$ cat config.mk
export PLATFORM = sky130hd
export DESIGN_NAME = mem_access_stage_flat
export DESIGN_NICKNAME = d
export VERILOG_FILES = /design/src/rtl/mem_access_stage_if.sv /design/src/rtl/mem_access_stage.sv /design/src/flat_wrapper.sv
export SDC_FILE = /design/constraint.sdc
export NUM_CORES = 1
export LEC_CHECK = 0
export BUFFER_PORTS_ARGS = -buffer_cell sky130_fd_sc_hd__buf_2
export CORE_MARGIN = 2
export CORE_UTILIZATION = 35
export DETAILED_ROUTE_END_ITERATION = 10
export GPL_ROUTABILITY_DRIVEN = 1
export GPL_TIMING_DRIVEN = 0
export PLACE_DENSITY = 0.68
export SYNTH_ARGS = -nofsm -noshare
export SYNTH_HDL_FRONTEND = slang
export SYNTH_SLANG_ARGS = --single-unit
$ cat constraint.sdc
create_clock -name clk -period 1.75 [get_ports clk]
set_input_delay 0.2625 -clock clk [delete_from_list [all_inputs] [get_ports clk]]
set_output_delay 0.2625 -clock clk [all_outputs]
set_load 0.05 [all_outputs]
$ cat src/rtl/mem_access_stage_if.sv
// Data-memory port of the MEM stage: request/strobe/data out, read data and ready back.
interface mem_access_stage_if;
    logic        dmem_req;
    logic        dmem_we;
    logic [31:0] dmem_addr;
    logic [31:0] dmem_wdata;
    logic [3:0]  dmem_wstrb;
    logic [31:0] dmem_rdata;
    logic        dmem_ready;

    modport master (
        output dmem_req, dmem_we, dmem_addr, dmem_wdata, dmem_wstrb,
        input  dmem_rdata, dmem_ready
    );

    modport slave (
        input  dmem_req, dmem_we, dmem_addr, dmem_wdata, dmem_wstrb,
        output dmem_rdata, dmem_ready
    );
endinterface

$ cat src/rtl/mem_access_stage.sv
// Pipeline MEM stage: issues one data-memory access per load/store, stalls upstream
// until the response returns, and fills the MEM/WB register.
module mem_access_stage (
    input  logic                      clk,
    input  logic                      reset,
    input  logic [31:0]               EXMEM_AluRES,
    input  logic [31:0]               rs2,
    input  logic                      EXMEM_WriteBack,
    input  logic                      EXMEM_MemoryRead,
    input  logic                      EXMEM_MemoryWrite,
    input  logic                      EXMEM_U_UJ_Load,
    input  logic [4:0]                EXMEM_rd,
    input  logic [31:0]               EXMEM_U_UJ_Load_val,
    input  logic [2:0]                EXMEM_funct3,
    mem_access_stage_if.master        dmem,
    output logic                      mem_stall,
    output logic                      MEMWB_WriteBack,
    output logic [4:0]                MEMWB_rd,
    output logic [31:0]               MEMWB_result,
    output logic                      misaligned_fault
);
    typedef enum logic [1:0] {IDLE, ACCESS, RESP} state_t;

    state_t      r_state, w_next;
    logic [31:0] r_addr, r_wdata, r_rdata;
    logic [2:0]  r_funct3;
    logic [4:0]  r_rd;
    logic        r_wb, r_we;
    logic [3:0]  r_wstrb;

    logic        w_is_mem, w_one_op, w_aligned, w_start, w_fault;
    logic [31:0] w_alu_res, w_st_data, w_ld_data;
    logic [3:0]  w_st_strb;
    logic [7:0]  w_byte;
    logic [15:0] w_half;

    assign w_is_mem  = EXMEM_MemoryRead | EXMEM_MemoryWrite;
    assign w_one_op  = EXMEM_MemoryRead ^ EXMEM_MemoryWrite;
    assign w_alu_res = EXMEM_U_UJ_Load ? EXMEM_U_UJ_Load_val : EXMEM_AluRES;

    always_comb begin
        w_aligned = 1'b1;
        case (EXMEM_funct3[1:0])
            2'b00:   w_aligned = 1'b1;
            2'b01:   w_aligned = ~EXMEM_AluRES[0];
            default: w_aligned = (EXMEM_AluRES[1:0] == 2'b00);
        endcase
    end

    assign w_start = (r_state == IDLE) & w_one_op & w_aligned;
    assign w_fault = (r_state == IDLE) & w_is_mem & ~(w_one_op & w_aligned);

    // Store lane replication: the memory picks bytes by strobe, so data is copied to every lane.
    always_comb begin
        w_st_strb = 4'b1111;
        w_st_data = rs2;
        case (EXMEM_funct3[1:0])
            2'b00: begin
                w_st_strb = 4'b0001 << EXMEM_AluRES[1:0];
                w_st_data = {4{rs2[7:0]}};
            end
            2'b01: begin
                w_st_strb = EXMEM_AluRES[1] ? 4'b1100 : 4'b0011;
                w_st_data = {2{rs2[15:0]}};
            end
            default: begin
                w_st_strb = 4'b1111;
                w_st_data = rs2;
            end
        endcase
    end

    always_comb begin
        w_byte = r_rdata[7:0];
        case (r_addr[1:0])
            2'b00: w_byte = r_rdata[7:0];
            2'b01: w_byte = r_rdata[15:8];
            2'b10: w_byte = r_rdata[23:16];
            2'b11: w_byte = r_rdata[31:24];
        endcase
        w_half = r_addr[1] ? r_rdata[31:16] : r_rdata[15:0];
        case (r_funct3)
            3'b000:  w_ld_data = {{24{w_byte[7]}}, w_byte};
            3'b100:  w_ld_data = {24'd0, w_byte};
            3'b001:  w_ld_data = {{16{w_half[15]}}, w_half};
            3'b101:  w_ld_data = {16'd0, w_half};
            default: w_ld_data = r_rdata;
        endcase
    end

    always_comb begin
        w_next = r_state;
        case (r_state)
            IDLE:    if (w_start) w_next = ACCESS;
            ACCESS:  if (dmem.dmem_ready) w_next = RESP;
            RESP:    w_next = IDLE;
            default: w_next = IDLE;
        endcase
    end

    assign mem_stall       = w_start | (r_state == ACCESS);
    assign dmem.dmem_req   = (r_state == ACCESS);
    assign dmem.dmem_we    = dmem.dmem_req & r_we;
    assign dmem.dmem_wstrb = dmem.dmem_req ? r_wstrb : 4'b0000;
    assign dmem.dmem_addr  = {r_addr[31:2], 2'b00};
    assign dmem.dmem_wdata = r_wdata;

    always_ff @(posedge clk) begin
        if (reset) begin
            r_state          <= IDLE;
            r_addr           <= '0;
            r_wdata          <= '0;
            r_rdata          <= '0;
            r_funct3         <= '0;
            r_rd             <= '0;
            r_wb             <= 1'b0;
            r_we             <= 1'b0;
            r_wstrb          <= '0;
            MEMWB_WriteBack  <= 1'b0;
            MEMWB_rd         <= '0;
            MEMWB_result     <= '0;
            misaligned_fault <= 1'b0;
        end else begin
            r_state          <= w_next;
            misaligned_fault <= w_fault;
            case (r_state)
                IDLE: begin
                    // Any memory op (started or faulted) leaves a bubble behind it.
                    MEMWB_WriteBack <= w_is_mem ? 1'b0 : EXMEM_WriteBack;
                    MEMWB_rd        <= EXMEM_rd;
                    MEMWB_result    <= w_alu_res;
                    if (w_start) begin
                        r_addr   <= EXMEM_AluRES;
                        r_funct3 <= EXMEM_funct3;
                        r_rd     <= EXMEM_rd;
                        r_wb     <= EXMEM_WriteBack;
                        r_we     <= EXMEM_MemoryWrite;
                        r_wstrb  <= EXMEM_MemoryWrite ? w_st_strb : 4'b0000;
                        r_wdata  <= w_st_data;
                    end
                end
                ACCESS: begin
                    if (dmem.dmem_ready) r_rdata <= dmem.dmem_rdata;
                end
                RESP: begin
                    MEMWB_WriteBack <= r_we ? 1'b0 : r_wb;
                    MEMWB_rd        <= r_rd;
                    MEMWB_result    <= w_ld_data;
                end
                default: ;
            endcase
        end
    end
endmodule

$ cat src/flat_wrapper.sv
// flat-port wrapper written by rule: the top's interface ports become plain ports
module mem_access_stage_flat 
  (clk, reset, EXMEM_AluRES, rs2, EXMEM_WriteBack, EXMEM_MemoryRead, EXMEM_MemoryWrite, EXMEM_U_UJ_Load, EXMEM_rd, EXMEM_U_UJ_Load_val, EXMEM_funct3, mem_stall, MEMWB_WriteBack, MEMWB_rd, MEMWB_result, misaligned_fault, dmem_dmem_req, dmem_dmem_we, dmem_dmem_addr, dmem_dmem_wdata, dmem_dmem_wstrb, dmem_dmem_rdata, dmem_dmem_ready);
  mem_access_stage_if dmem_i ();
  input  logic clk;
  input  logic reset;
  input  logic [31:0] EXMEM_AluRES;
  input  logic [31:0] rs2;
  input  logic EXMEM_WriteBack;
  input  logic EXMEM_MemoryRead;
  input  logic EXMEM_MemoryWrite;
  input  logic EXMEM_U_UJ_Load;
  input  logic [4:0] EXMEM_rd;
  input  logic [31:0] EXMEM_U_UJ_Load_val;
  input  logic [2:0] EXMEM_funct3;
  output logic mem_stall;
  output logic MEMWB_WriteBack;
  output logic [4:0] MEMWB_rd;
  output logic [31:0] MEMWB_result;
  output logic misaligned_fault;
  output wire logic [$bits(dmem_i.dmem_req)-1:0] dmem_dmem_req;
  output wire logic [$bits(dmem_i.dmem_we)-1:0] dmem_dmem_we;
  output wire logic [$bits(dmem_i.dmem_addr)-1:0] dmem_dmem_addr;
  output wire logic [$bits(dmem_i.dmem_wdata)-1:0] dmem_dmem_wdata;
  output wire logic [$bits(dmem_i.dmem_wstrb)-1:0] dmem_dmem_wstrb;
  input wire logic [$bits(dmem_i.dmem_rdata)-1:0] dmem_dmem_rdata;
  input wire logic [$bits(dmem_i.dmem_ready)-1:0] dmem_dmem_ready;
  assign dmem_dmem_req = dmem_i.dmem_req;
  assign dmem_dmem_we = dmem_i.dmem_we;
  assign dmem_dmem_addr = dmem_i.dmem_addr;
  assign dmem_dmem_wdata = dmem_i.dmem_wdata;
  assign dmem_dmem_wstrb = dmem_i.dmem_wstrb;
  assign dmem_i.dmem_rdata = dmem_dmem_rdata;
  assign dmem_i.dmem_ready = dmem_dmem_ready;
  mem_access_stage u_core (.clk(clk), .reset(reset), .EXMEM_AluRES(EXMEM_AluRES), .rs2(rs2), .EXMEM_WriteBack(EXMEM_WriteBack), .EXMEM_MemoryRead(EXMEM_MemoryRead), .EXMEM_MemoryWrite(EXMEM_MemoryWrite), .EXMEM_U_UJ_Load(EXMEM_U_UJ_Load), .EXMEM_rd(EXMEM_rd), .EXMEM_U_UJ_Load_val(EXMEM_U_UJ_Load_val), .EXMEM_funct3(EXMEM_funct3), .dmem(dmem_i), .mem_stall(mem_stall), .MEMWB_WriteBack(MEMWB_WriteBack), .MEMWB_rd(MEMWB_rd), .MEMWB_result(MEMWB_result), .misaligned_fault(misaligned_fault));
endmodule
# After elaboration in Yosys (flattened, before gate mapping)
# Index checks and enable logic that the tools add are counted.
# op_classes
n_mux	18
eq_ne	11
reduce_logical	9
n_shift	1
bitwise	11
# op_table
operator	n
$pmux W32 S2	2
$pmux W32 S4	1
$mux W32	1
$pmux W8 S4	1
$mux W16	1
$mux W4	3
$pmux W5 S2	1
$logic_not A2 Y1	4
$pmux W4 S2	1
$and A1 B1 Y1	6
$eq A2 B1 Y1 const B	3
$eq A2 B2 Y1 const B	3
$eq A3 B3 Y1 const B	2
$reduce_and A2 Y1	3
$mux W2	2
$pmux W1 S2	2
$pmux W2 S2	1
$shl A1 B2 Y4 const A	1
$eq A3 B1 Y1 const B	1
$logic_not A3 Y1	1
$mux W1	2
$ne A2 B1 Y1 const B	1
$ne A2 B2 Y1 const B	1
$not A1 Y1	2
3 further kinds	4
# totals
elab_cells	63
in_bits	143
register_bits	151
output_inout_bits	110

# Depth between registers and ports, before layout
# Gate-level depths: netlist of the first run.
# logic_depth
ltp_word	5
ltp_mapped	8

# Worst setup path after synthesis of the first run
# OpenSTA, ideal clock, no wires.
# synth_timing
path_kind	flip-flop to flip-flop
start	register u_core.r_addr[1]
end	register u_core.MEMWB_result[6]
n_path_buf	2
path_slack_ns	0.124
arrival_time_ns	1.498
stages_incl_launch_ff	7
cell_sequence	dfxtp_1 > buf_6 > buf_2 > mux2_2 > o31a_1 > a221oi_1 > nor2_1
# synth_between
elab_chain_cells	4
elab_cells_between_ends	8
classes_between	eq/ne: 3; mux: 4; reduce/logical: 1
# synth_rtl
item	line	source
start: declaration	mem_access_stage.sv:25	logic [31:0] r_addr, r_wdata, r_rdata;
start signal: assignment	mem_access_stage.sv:133	r_addr <= EXMEM_AluRES;
$eq A2 B2 Y1, or another cell as far along	mem_access_stage.sv:75	case (r_addr[1:0])
$pmux W8 S4	mem_access_stage.sv:75	
$pmux W32 S4 (*)	mem_access_stage.sv:82	case (r_funct3)
$pmux W32 S2 (*)	mem_access_stage.sv:126	case (r_state)
end signal: assignment	mem_access_stage.sv:131	MEMWB_result <= w_alu_res;
end signal: assignment	mem_access_stage.sv:148	MEMWB_result <= w_ld_data;
end: declaration	mem_access_stage.sv:19	output logic [31:0] MEMWB_result,
# Mark *: on every way between the ends. The rest lies on a longest branch, timed or not.
# A chain may end at the register's enable or synchronous reset.

# Worst setup path in the final report of the first run
# layout_timing
start	register u_core.r_state[0]
end	output port dmem_dmem_wstrb[0]
# layout_between
elab_chain_cells	2
# layout_rtl
item	line	source
start: declaration	mem_access_stage.sv:24	state_t r_state, w_next;
start signal: assignment	mem_access_stage.sv:124	r_state <= w_next;
$eq A2 B1 Y1	mem_access_stage.sv:102	assign dmem.dmem_req = (r_state == ACCESS);
$mux W4	mem_access_stage.sv:104	assign dmem.dmem_wstrb = dmem.dmem_req ? r_wstrb : 4'b0000;
end: declaration	flat_wrapper.sv:25	output wire logic [$bits(dmem_i.dmem_wstrb)-1:0] dmem_dmem_wstrb;
# No other way between the ends.

==> flow_summary.yaml, run 1 <==
outcome:
  status: "completed"
layout:
  drive_above_1_share_pct: 34.5
  ff_latch_area_um2: 3030
  fill_cells: 2043
  multiInputGateArea_um2: 3560
  nets: 1292
  synthToLayoutAreaGrowth_pct: 32.3
logic_synthesis:
  synth.area.top_cells: "dfxtp_1, nand2_1, a21oi_1"
  ys_seq_elements: 151
  ys_types: 47
  syn_area_um2: 7170
  synth_edf_count: 0
  yosys_warnings: 0
  synth_ff_type: "dfxtp_1"
  synth_most_common_cell: "nand2_1"
  synth-seq-area-share_pct: 42.2
  synth_top_area_share_pct: 42.2
  async_flop_share_pct: 0
  yosys-top-cells-count: "nand2_1, dfxtp_1, a21oi_1"
  yosysTopAreaCell: "dfxtp_1"
  netlist_instances: 878
  avgSynthCellArea_um2: 8.16
floorplan:
  fp.dieW_um: 147
  start_util_pct: 35.5
  pin_count: 253
  std_cell_rows: 52
  dieArea_um2: 21600
  die_h_um: 147
  core_area_um2: 20200
clocking:
  clockBufferDepth: 2
  cts_tree: "built"
  cts.sinks: 151
  clk_latency_ns: 0.43
  htreeDepth: 4
  root_buffer: "clkbuf_16"
  numCtsBuffers: 17
  cts.clk_slew.worst_paths_ns: 0.07
global_route:
  antenna_found_initial: 4
  grt_max_degree: 17
  grt_usage_pct: 23.3
  overflow: 0
  grt_pass1_wl_um: 38600
  grt_pass1_vias: 7152
sta:
  hold_viol_final: 0
  slew-limit-headroom_pct: 44.7
  rsz0062_at_grt: "true"
  hold_slack_ns: 0.0680
  tns_ns: 0
  worst_pin_slew_ns: 0.830
  min_period_ns: 1.74
  clock.fmax_mhz: 574
  fin_worst_skew_ns: 0.0113
  setup_viol: 0
  min_period_over_period_pct: 99.5
  slew_viol_final: 0
critical_path:
  r2r.worst_path.cells: 6
  path_class: "reg -> out"
  cp-end-kind: "output port"
  cp-startpoint: "u_core.r_state[0]"
  crit_path_end: "dmem_dmem_wstrb[0]"
  worstPathArrival_ns: 1.48
  r2r_slack_ns: 0.07
  worstPathRequired_ns: 1.49
  worstReg2RegStart: "u_core.r_addr[1]"
  cp-start-kind: "flip-flop"
  reg2reg_to: "u_core.MEMWB_result[8]"
  path_max_fanout: 10
drt:
  avgRoutedWirePerCell_um: 18.1
  via_per_inst: 5.12
  dr_total_vias: 7341
  drc_errors: 0
  drt_wl_total_um: 26000
  drt-pass1-iter-count: 5
  ant_nets: 0
  drtIter0Drc: 380
pwr:
  power_leakage_nw: 4.16
  vdd_drop_max_mv: 0.717
  power.density_nw_per_um2: 1030
placed_design:
  dp.final_hpwl_um: 20000
  port_buffers: 248
  place_congestion: 0.943
flow_run:
  drv_cap: 0
hold_path:
  hold_class: "in -> reg"
## worst max-delay path, cell delays in order, from the launching register on
cell and delay (ns):
dfxtp_4 0.37, nor2b_1 0.15, buf_4 0.19, and2_1 0.17, buf_6 0.16
## sequential cells by signal, summed over array words and instances, names as in the netlist
signal,flops
u_core.misaligned_fault,1
u_core.dmem.dmem_wdata,32
u_core.MEMWB_result,32
u_core.MEMWB_WriteBack,1
u_core.r_wstrb,4
u_core.r_addr,32
u_core.r_rdata,32
u_core.r_funct3,3
u_core.MEMWB_rd,5
u_core.r_wb,1
u_core.r_rd,5
u_core.r_state,2
u_core.r_we,1
## layout make-up
cell class | instances | share of cell area, %
tap | 270 | 3.56
clock buffer | 19 | 4.77
buffer | 103 | 6.37
inverter | 10 | 0.396
sequential | 151 | 31.9
timing repair buffer | 254 | 14.0
clock inverter | 13 | 1.28
multi-input combinational | 611 | 37.5
antenna | 4 | 0.106
## cell families after synthesis
logic type               share of synthesized area [%]
flip-flops                                        42.2
multiplexers                                      8.66
other                                           0.0523
AO/OA/AOI/OAI                                     23.0
AND/OR/NAND/NOR                                   17.2
adder cells (fa/ha/maj)                          0.175
buffers and inverters                             8.71
## per-stage QoR
stage | total power [W] | utilization [%] | std cells | setup WS, ns | instance area (um^2)
after floorplan | 0.00546 | - | 879 | 0.124 | 7170
after detailed placement | 0.00618 | 43.4 | 1397 | -0.353 | 8750
after global placement | 0.00616 | 43.4 | 1397 | -0.315 | 8750
after CTS | 0.00980 | 46.9 | 1434 | -0.0259 | 9450
final | 0.00975 | 47.0 | 1435 | 0.00930 | 9490
after global routing | 0.0101 | 47.0 | 1434 | -0.0274 | 9480
## power breakdown
group | internal (W) | switching, W | leakage (nW) | total, W
Clock | 0.00204 | 0.00154 | 0.268 | 0.00358
Sequential | 0.00368 | 0.000146 | 1.24 | 0.00383
Combinational | 0.000740 | 0.00160 | 2.65 | 0.00234
## worst min path at each step
stage,startpoint,depth (start not counted),end
floorplan,EXMEM_AluRES[10],2,u_core.r_addr[10]
global placement,u_core.r_wstrb[3],2,u_core.r_wstrb[3]
detailed placement,u_core.r_wstrb[3],2,u_core.r_wstrb[3]
CTS,dmem_dmem_rdata[31],3,u_core.r_rdata[31]
global route,dmem_dmem_rdata[22],3,u_core.r_rdata[22]
finish,dmem_dmem_rdata[31],3,u_core.r_rdata[31]
## per-layer routing
layer	wire length [um]	global-route usage [%]	part of all wire [%]	vias to the layer above
met3	1830	5.12	7.0	62
met2	12100	37.6	46	316
met1	11200	29.8	43	3392
met4	869	10.5	3.3	2
met5	13	0	0.050	-
li1	-	-	-	3569
## placed cells by master (no fill, tap or decap), types with 8 or more instances in the layout
cell,instances
a211oi_1,14
a21boi_0,12
a21oi_1,128
a221oi_1,12
a22oi_1,26
a311oi_1,8
buf_2,267
buf_4,43
clkbuf_1,25
clkbuf_16,17
clkbuf_2,8
dfxtp_1,149
inv_1,9
mux2_2,20
mux2i_1,38
nand2_1,199
nor2_1,46
nor2b_1,13
o211ai_1,10
o21ai_0,21
## repair_timing
action,CTS,global route
pin swaps,1,1
gates resized for setup,27,28
setup endpoints to repair,87,74
buffers inserted,6,0
hold buffers,0,0
Power figures use the tool's default switching activity.
==> run 2: changes to the inputs <==
--- a/config.mk
+++ b/config.mk
@@ -8,6 +8,7 @@
 export BUFFER_PORTS_ARGS = -buffer_cell sky130_fd_sc_hd__buf_2
 export CORE_MARGIN = 2
 export CORE_UTILIZATION = 35
+export CTS_BUF_LIST = sky130_fd_sc_hd__clkbuf_4 sky130_fd_sc_hd__clkbuf_8
 export DETAILED_ROUTE_END_ITERATION = 10
 export GPL_ROUTABILITY_DRIVEN = 1
 export GPL_TIMING_DRIVEN = 0
==> constraint.sdc (replaced) <==
create_clock -name clk -period 1.75 [get_ports clk]
set_input_delay 0.35 -clock clk [delete_from_list [all_inputs] [get_ports clk]]
set_output_delay 0.35 -clock clk [all_outputs]
set_load 0.05 [all_outputs]
==> run 2 against run 1 <==
The run now ends with setup timing left. Non-clock buffer count up 4. Die area unchanged. Critical path type unchanged. Core utilization shrank 0.41 points. Routed wire length rose by 0.22%. Hold slack better by 0.039 ns. Maximum frequency fell by 5.8%. Setup slack worse by 0.11 ns.
==> flow_summary.yaml, run 2 (synthesized netlist as in run 1, its figures left out) <==
sta:
  slew-limit-headroom_pct: 44.3
  setup_viol: 7
  clock.fmax_mhz: 541
  hold_slack_ns: 0.107
  hold_viol_final: 0
  worst_pin_slew_ns: 0.836
  rsz0062_at_grt: "true"
  tns_ns: -0.631
  fin_worst_skew_ns: 0.0114
  slew_viol_final: 0
  worst_slack_ns: -0.0982
  min_period_ns: 1.85
  min_period_over_period_pct: 106
outcome:
  status: "finished, violations left"
  violations: "setup timing"
floorplan:
  die_h_um: 147
  dieArea_um2: 21600
  std_cell_rows: 52
  core_area_um2: 20200
  fp.dieW_um: 147
  pin_count: 253
  start_util_pct: 35.5
flow_run:
  drv_cap: 0
pwr:
  p_switching_w: 0.00320
  swShare_pct: 36.1
  pwr-share-seq_pct: 43.2
  power.density_nw_per_um2: 941
  clkPwrFrac_pct: 29.9
  power_leakage_nw: 4.12
  vdd_drop_max_mv: 0.518
  pwr-share-comb_pct: 26.8
  p_int_w: 0.00565
clocking:
  numCtsBuffers: 17
  htreeDepth: 4
  cts.sinks: 151
  root_buffer: "clkbuf_8"
  cts_tree: "built"
  clk_latency_ns: 0.47
  clockBufferDepth: 2
  cts.clk_slew.worst_paths_ns: 0.09
placed_design:
  port_buffers: 248
  dp.final_hpwl_um: 20000
  place_congestion: 0.943
  place_ws_ns: -0.440
global_route:
  grt_usage_pct: 23.2
  grt_max_degree: 17
  grt_pass1_vias: 7082
  grt_pass1_wl_um: 38500
  overflow: 0
  antenna_found_initial: 3
critical_path:
  worstPathRequired_ns: 1.40
  worstReg2RegStart: "u_core.r_state[1]"
  worstPathArrival_ns: 1.50
  r2r.worst_path.cells: 8
  path_class: "reg -> out"
  reg2reg_to: "u_core.r_wstrb[2]"
  cp-end-kind: "output port"
  r2r_slack_ns: 0.02
  path_max_fanout: 8
  cp-start-kind: "flip-flop"
hold_path:
  hold_depth: 3
  hp-start: "dmem_dmem_rdata[31]"
  hold_class: "in -> reg"
  whs_endpoint: "u_core.r_rdata[31]"
layout:
  fill_cells: 2060
  synthToLayoutAreaGrowth_pct: 31.2
  drive_above_1_share_pct: 35.5
  final_common_cell: "buf_2"
  utilization_pct: 46.6
  most-common-layout-cells: "buf_2, nand2_1, dfxtp_1"
  nets: 1296
drt:
  via_per_inst: 5.11
  drt-pass1-iter-count: 7
  drt_wl_total_um: 26000
  drtIter0Drc: 360
  ant_nets: 0
  avgRoutedWirePerCell_um: 18.1
  drc_errors: 0
  dr_total_vias: 7352
==> run 2: metal layers <==
| metal | routed length [um] | track usage, % | up-vias |
|---|---|---|---|
| met1 | 11200 | 29.4 | 3401 |
| met2 | 12100 | 38.2 | 311 |
| met4 | 804 | 9.81 | 2 |
| met5 | 13 | 0 | - |
| met3 | 1830 | 5.09 | 59 |
| li1 | - | - | 3579 |
==> run 2: metrics by stage <==
step | power, W | instances | instance area, um^2
2_1_floorplan | 0.00546 | 879 | 7170
3_3_place_gp | 0.00616 | 1397 | 8750
3_5_place_dp | 0.00618 | 1397 | 8750
4_1_cts | 0.00887 | 1437 | 9330
5_1_grt | 0.00919 | 1437 | 9400
6_report | 0.00885 | 1438 | 9400
==> run 2: final cells by class <==
cell class	instances	area [um^2]	share of cell area, %
plain buffers	103	614	6.53
multi-input cells	611	3590	38.2
clock inverters	13	121	1.29
well taps	270	338	3.59
repair buffers	258	1400	14.9
inverters	10	37.5	0.399
diodes	3	7.51	0.0798
clock buffers	19	262	2.78
flip-flops and latches	151	3030	32.2
==> run 2: critical path, stage by stage (launching register included) <==
cell and delay [ns]:
dfxtp_4 0.37, buf_12 0.13, nor2b_4 0.10, buf_6 0.13
and2_4 0.15, buf_8 0.14
==> run 2: how the worst max path moves through the flow <==
stage / slack (ns) / endpoint / from / depth (start not counted)
after detailed placement: -0.44 / u_core.MEMWB_result[7] / reset / 4
after floorplan: 0.004 / mem_stall / EXMEM_MemoryWrite / 5
after global routing: -0.14 / mem_stall / u_core.r_state[1] / 5
after global placement: -0.40 / u_core.MEMWB_result[7] / reset / 4
after CTS: -0.16 / mem_stall / u_core.r_state[0] / 6
final: -0.1 / dmem_dmem_we / u_core.r_state[1] / 5
==> run 2: power by group through the flow <==
stage	clock (W)	sequential, W	combinational [W]
after global routing	0.00281	0.00385	0.00253
after global placement	0	0.00388	0.00228
final	0.00265	0.00382	0.00237
after detailed placement	0	0.00389	0.00229
after CTS	0.00269	0.00381	0.00237
after floorplan	0	0.00437	0.00109
==> run 2: repair_timing <==
item	CTS	global route
hold buffers	0	0
setup endpoints to repair	87	88
buffers inserted	9	3
pin swaps	8	3
resized for setup	43	30
==> run 3: changes to the inputs <==
==> constraint.sdc (replaced) <==
create_clock -name clk -period 1.6 [get_ports clk]
set_input_delay 0.32 -clock clk [delete_from_list [all_inputs] [get_ports clk]]
set_output_delay 0.32 -clock clk [all_outputs]
set_load 0.05 [all_outputs]
==> run 3 against run 2 <==
The flow still finishes with violations (setup timing). Total power is 11% higher. Global-route usage is 0.23 points higher. Combinational power is 13% higher. Setup slack worse by 0.098 ns. Clock skew is 0.0048 ns higher. Die area stayed put. Critical path depth stayed put. Routed wire length is 0.49% lower. Critical endpoint is now mem_stall. Largest cell class unchanged.
==> flow_summary.yaml, run 3 (synthesized netlist as in run 1, its figures left out) <==
outcome:
  status: "finished, violations left"
  violations: "setup timing"
global_route:
  overflow: 0
  antenna_found_initial: 4
  grt_pass1_vias: 7136
  grt_max_degree: 17
  grt_usage_pct: 23.4
  grt_pass1_wl_um: 39400
critical_path:
  crit_slowest_cell: "dfxtp_4"
  max_stage_delay_ns: 0.38
  worstPathArrival_ns: 1.48
  path_class: "reg -> out"
  path_max_fanout: 7
  worst-path-buf-inv: 2
  cp-start-kind: "flip-flop"
  cp-end-kind: "output port"
  critical_path.top_delay_family: "flip-flops"
  worstPathRequired_ns: 1.28
  path_cells: "nor2_4, o211ai_1, buf_4, nand2b_4, buf_8"
sta:
  fin_worst_skew_ns: 0.0162
  hold_viol_final: 0
  min_period_ns: 1.80
  min_period_over_period_pct: 112
  rsz0062_at_grt: "true"
  tns_ns: -1.41
  setup_viol: 20
  slew_viol_final: 0
  worst_slack_ns: -0.197
  clock.fmax_mhz: 557
  slew-limit-headroom_pct: 46.1
  worst_pin_slew_ns: 0.808
  hold_slack_ns: 0.0877
clocking:
  htreeDepth: 4
  cts.sinks: 151
  clockBufferDepth: 2
  cts.clk_slew.worst_paths_ns: 0.09
  root_buffer: "clkbuf_8"
  clk_latency_ns: 0.46
  holdBufCountCts: 0
  cts_tree: "built"
  numCtsBuffers: 17
floorplan:
  core_area_um2: 20200
  fp.dieW_um: 147
  std_cell_rows: 52
  start_util_pct: 35.5
  die_h_um: 147
  pin_count: 253
  dieArea_um2: 21600
layout:
  fill_cells: 2027
  synthToLayoutAreaGrowth_pct: 33.5
  final_area_um2: 9570
  final_common_cell: "buf_2"
  drive_above_1_share_pct: 36.7
  nets: 1298
  utilization_pct: 47.5
  most-common-layout-cells: "buf_2, nand2_1, dfxtp_1"
placed_design:
  place_ws_ns: -0.525
  port_buffers: 248
  dp.final_hpwl_um: 19900
  place_congestion: 0.935
  placed_area_um2: 8760
hold_path:
  hold_class: "in -> reg"
drt:
  drtIter0Drc: 391
  via_per_inst: 5.13
  drt_wl_total_um: 25900
  ant_nets: 0
  avgRoutedWirePerCell_um: 18.0
  drc_errors: 0
  dr_total_vias: 7399
  drt-pass1-iter-count: 5
flow_run:
  drv_cap: 0
pwr:
  power_leakage_nw: 4.18
  power.density_nw_per_um2: 1030
  vdd_drop_max_mv: 0.473
## run 3: tightest hold or removal path, cell delays in order
cell and delay (ns):
buf_2 0.09, nand2_1 0.04, a21oi_1 0.05
## run 3: final cells by class
cell class                 instances  area (um^2)  share of cell area [%]
inverter                          10         37.5                   0.392
multi-input combinational        611         3630                    38.0
antenna                            4         10.0                   0.105
tap                              270          338                    3.53
clock inverter                    10         93.8                   0.981
timing repair buffer             262         1420                    14.9
clock buffer                      22          303                    3.16
buffer                           101          692                    7.23
sequential                       151         3040                    31.7
## run 3: report_power, final
part	switching, W	internal (W)
Combinational	0.00178	0.000888
Sequential	0.000168	0.00402
Clock	0.00154	0.00144
Total	0.00348	0.00635
## run 3: routing by layer
metal | vias up | wire, um | GRT usage (%) | share of wire [%]
met4 | 0 | 746 | 9.18 | 2.9
met3 | 53 | 1630 | 5.09 | 6.3
met2 | 288 | 12000 | 38.2 | 46
met1 | 3486 | 11600 | 30.3 | 45
met5 | - | 0 | 0 | 0
li1 | 3572 | - | - | -
## run 3: repair_timing
action | CTS | global route
gates resized for setup | 87 | 35
setup endpoints to repair | 156 | 125
pin swaps | 12 | 4
endpoints found under the hold margin | 0 | 0
buffers inserted | 16 | 2
## run 3: stage by stage
step | cells | total power, W
after floorplan | 879 | 0.00598
after global placement | 1397 | 0.00674
after global routing | 1441 | 0.0102
final | 1441 | 0.00983
after detailed placement | 1397 | 0.00677
after CTS | 1437 | 0.00983
## run 3: final timing paths
check                                 start                        end  slack, ns  depth (start not counted)
setup / recovery          u_core.r_state[1]                  mem_stall      -0.20                          5
hold / removal          dmem_dmem_rdata[16]         u_core.r_rdata[16]       0.09                          3
setup reg to reg          u_core.r_state[0]    u_core.MEMWB_result[11]      -0.10                          4
hold reg to reg   u_core.dmem.dmem_wdata[1]  u_core.dmem.dmem_wdata[1]       0.46                          2
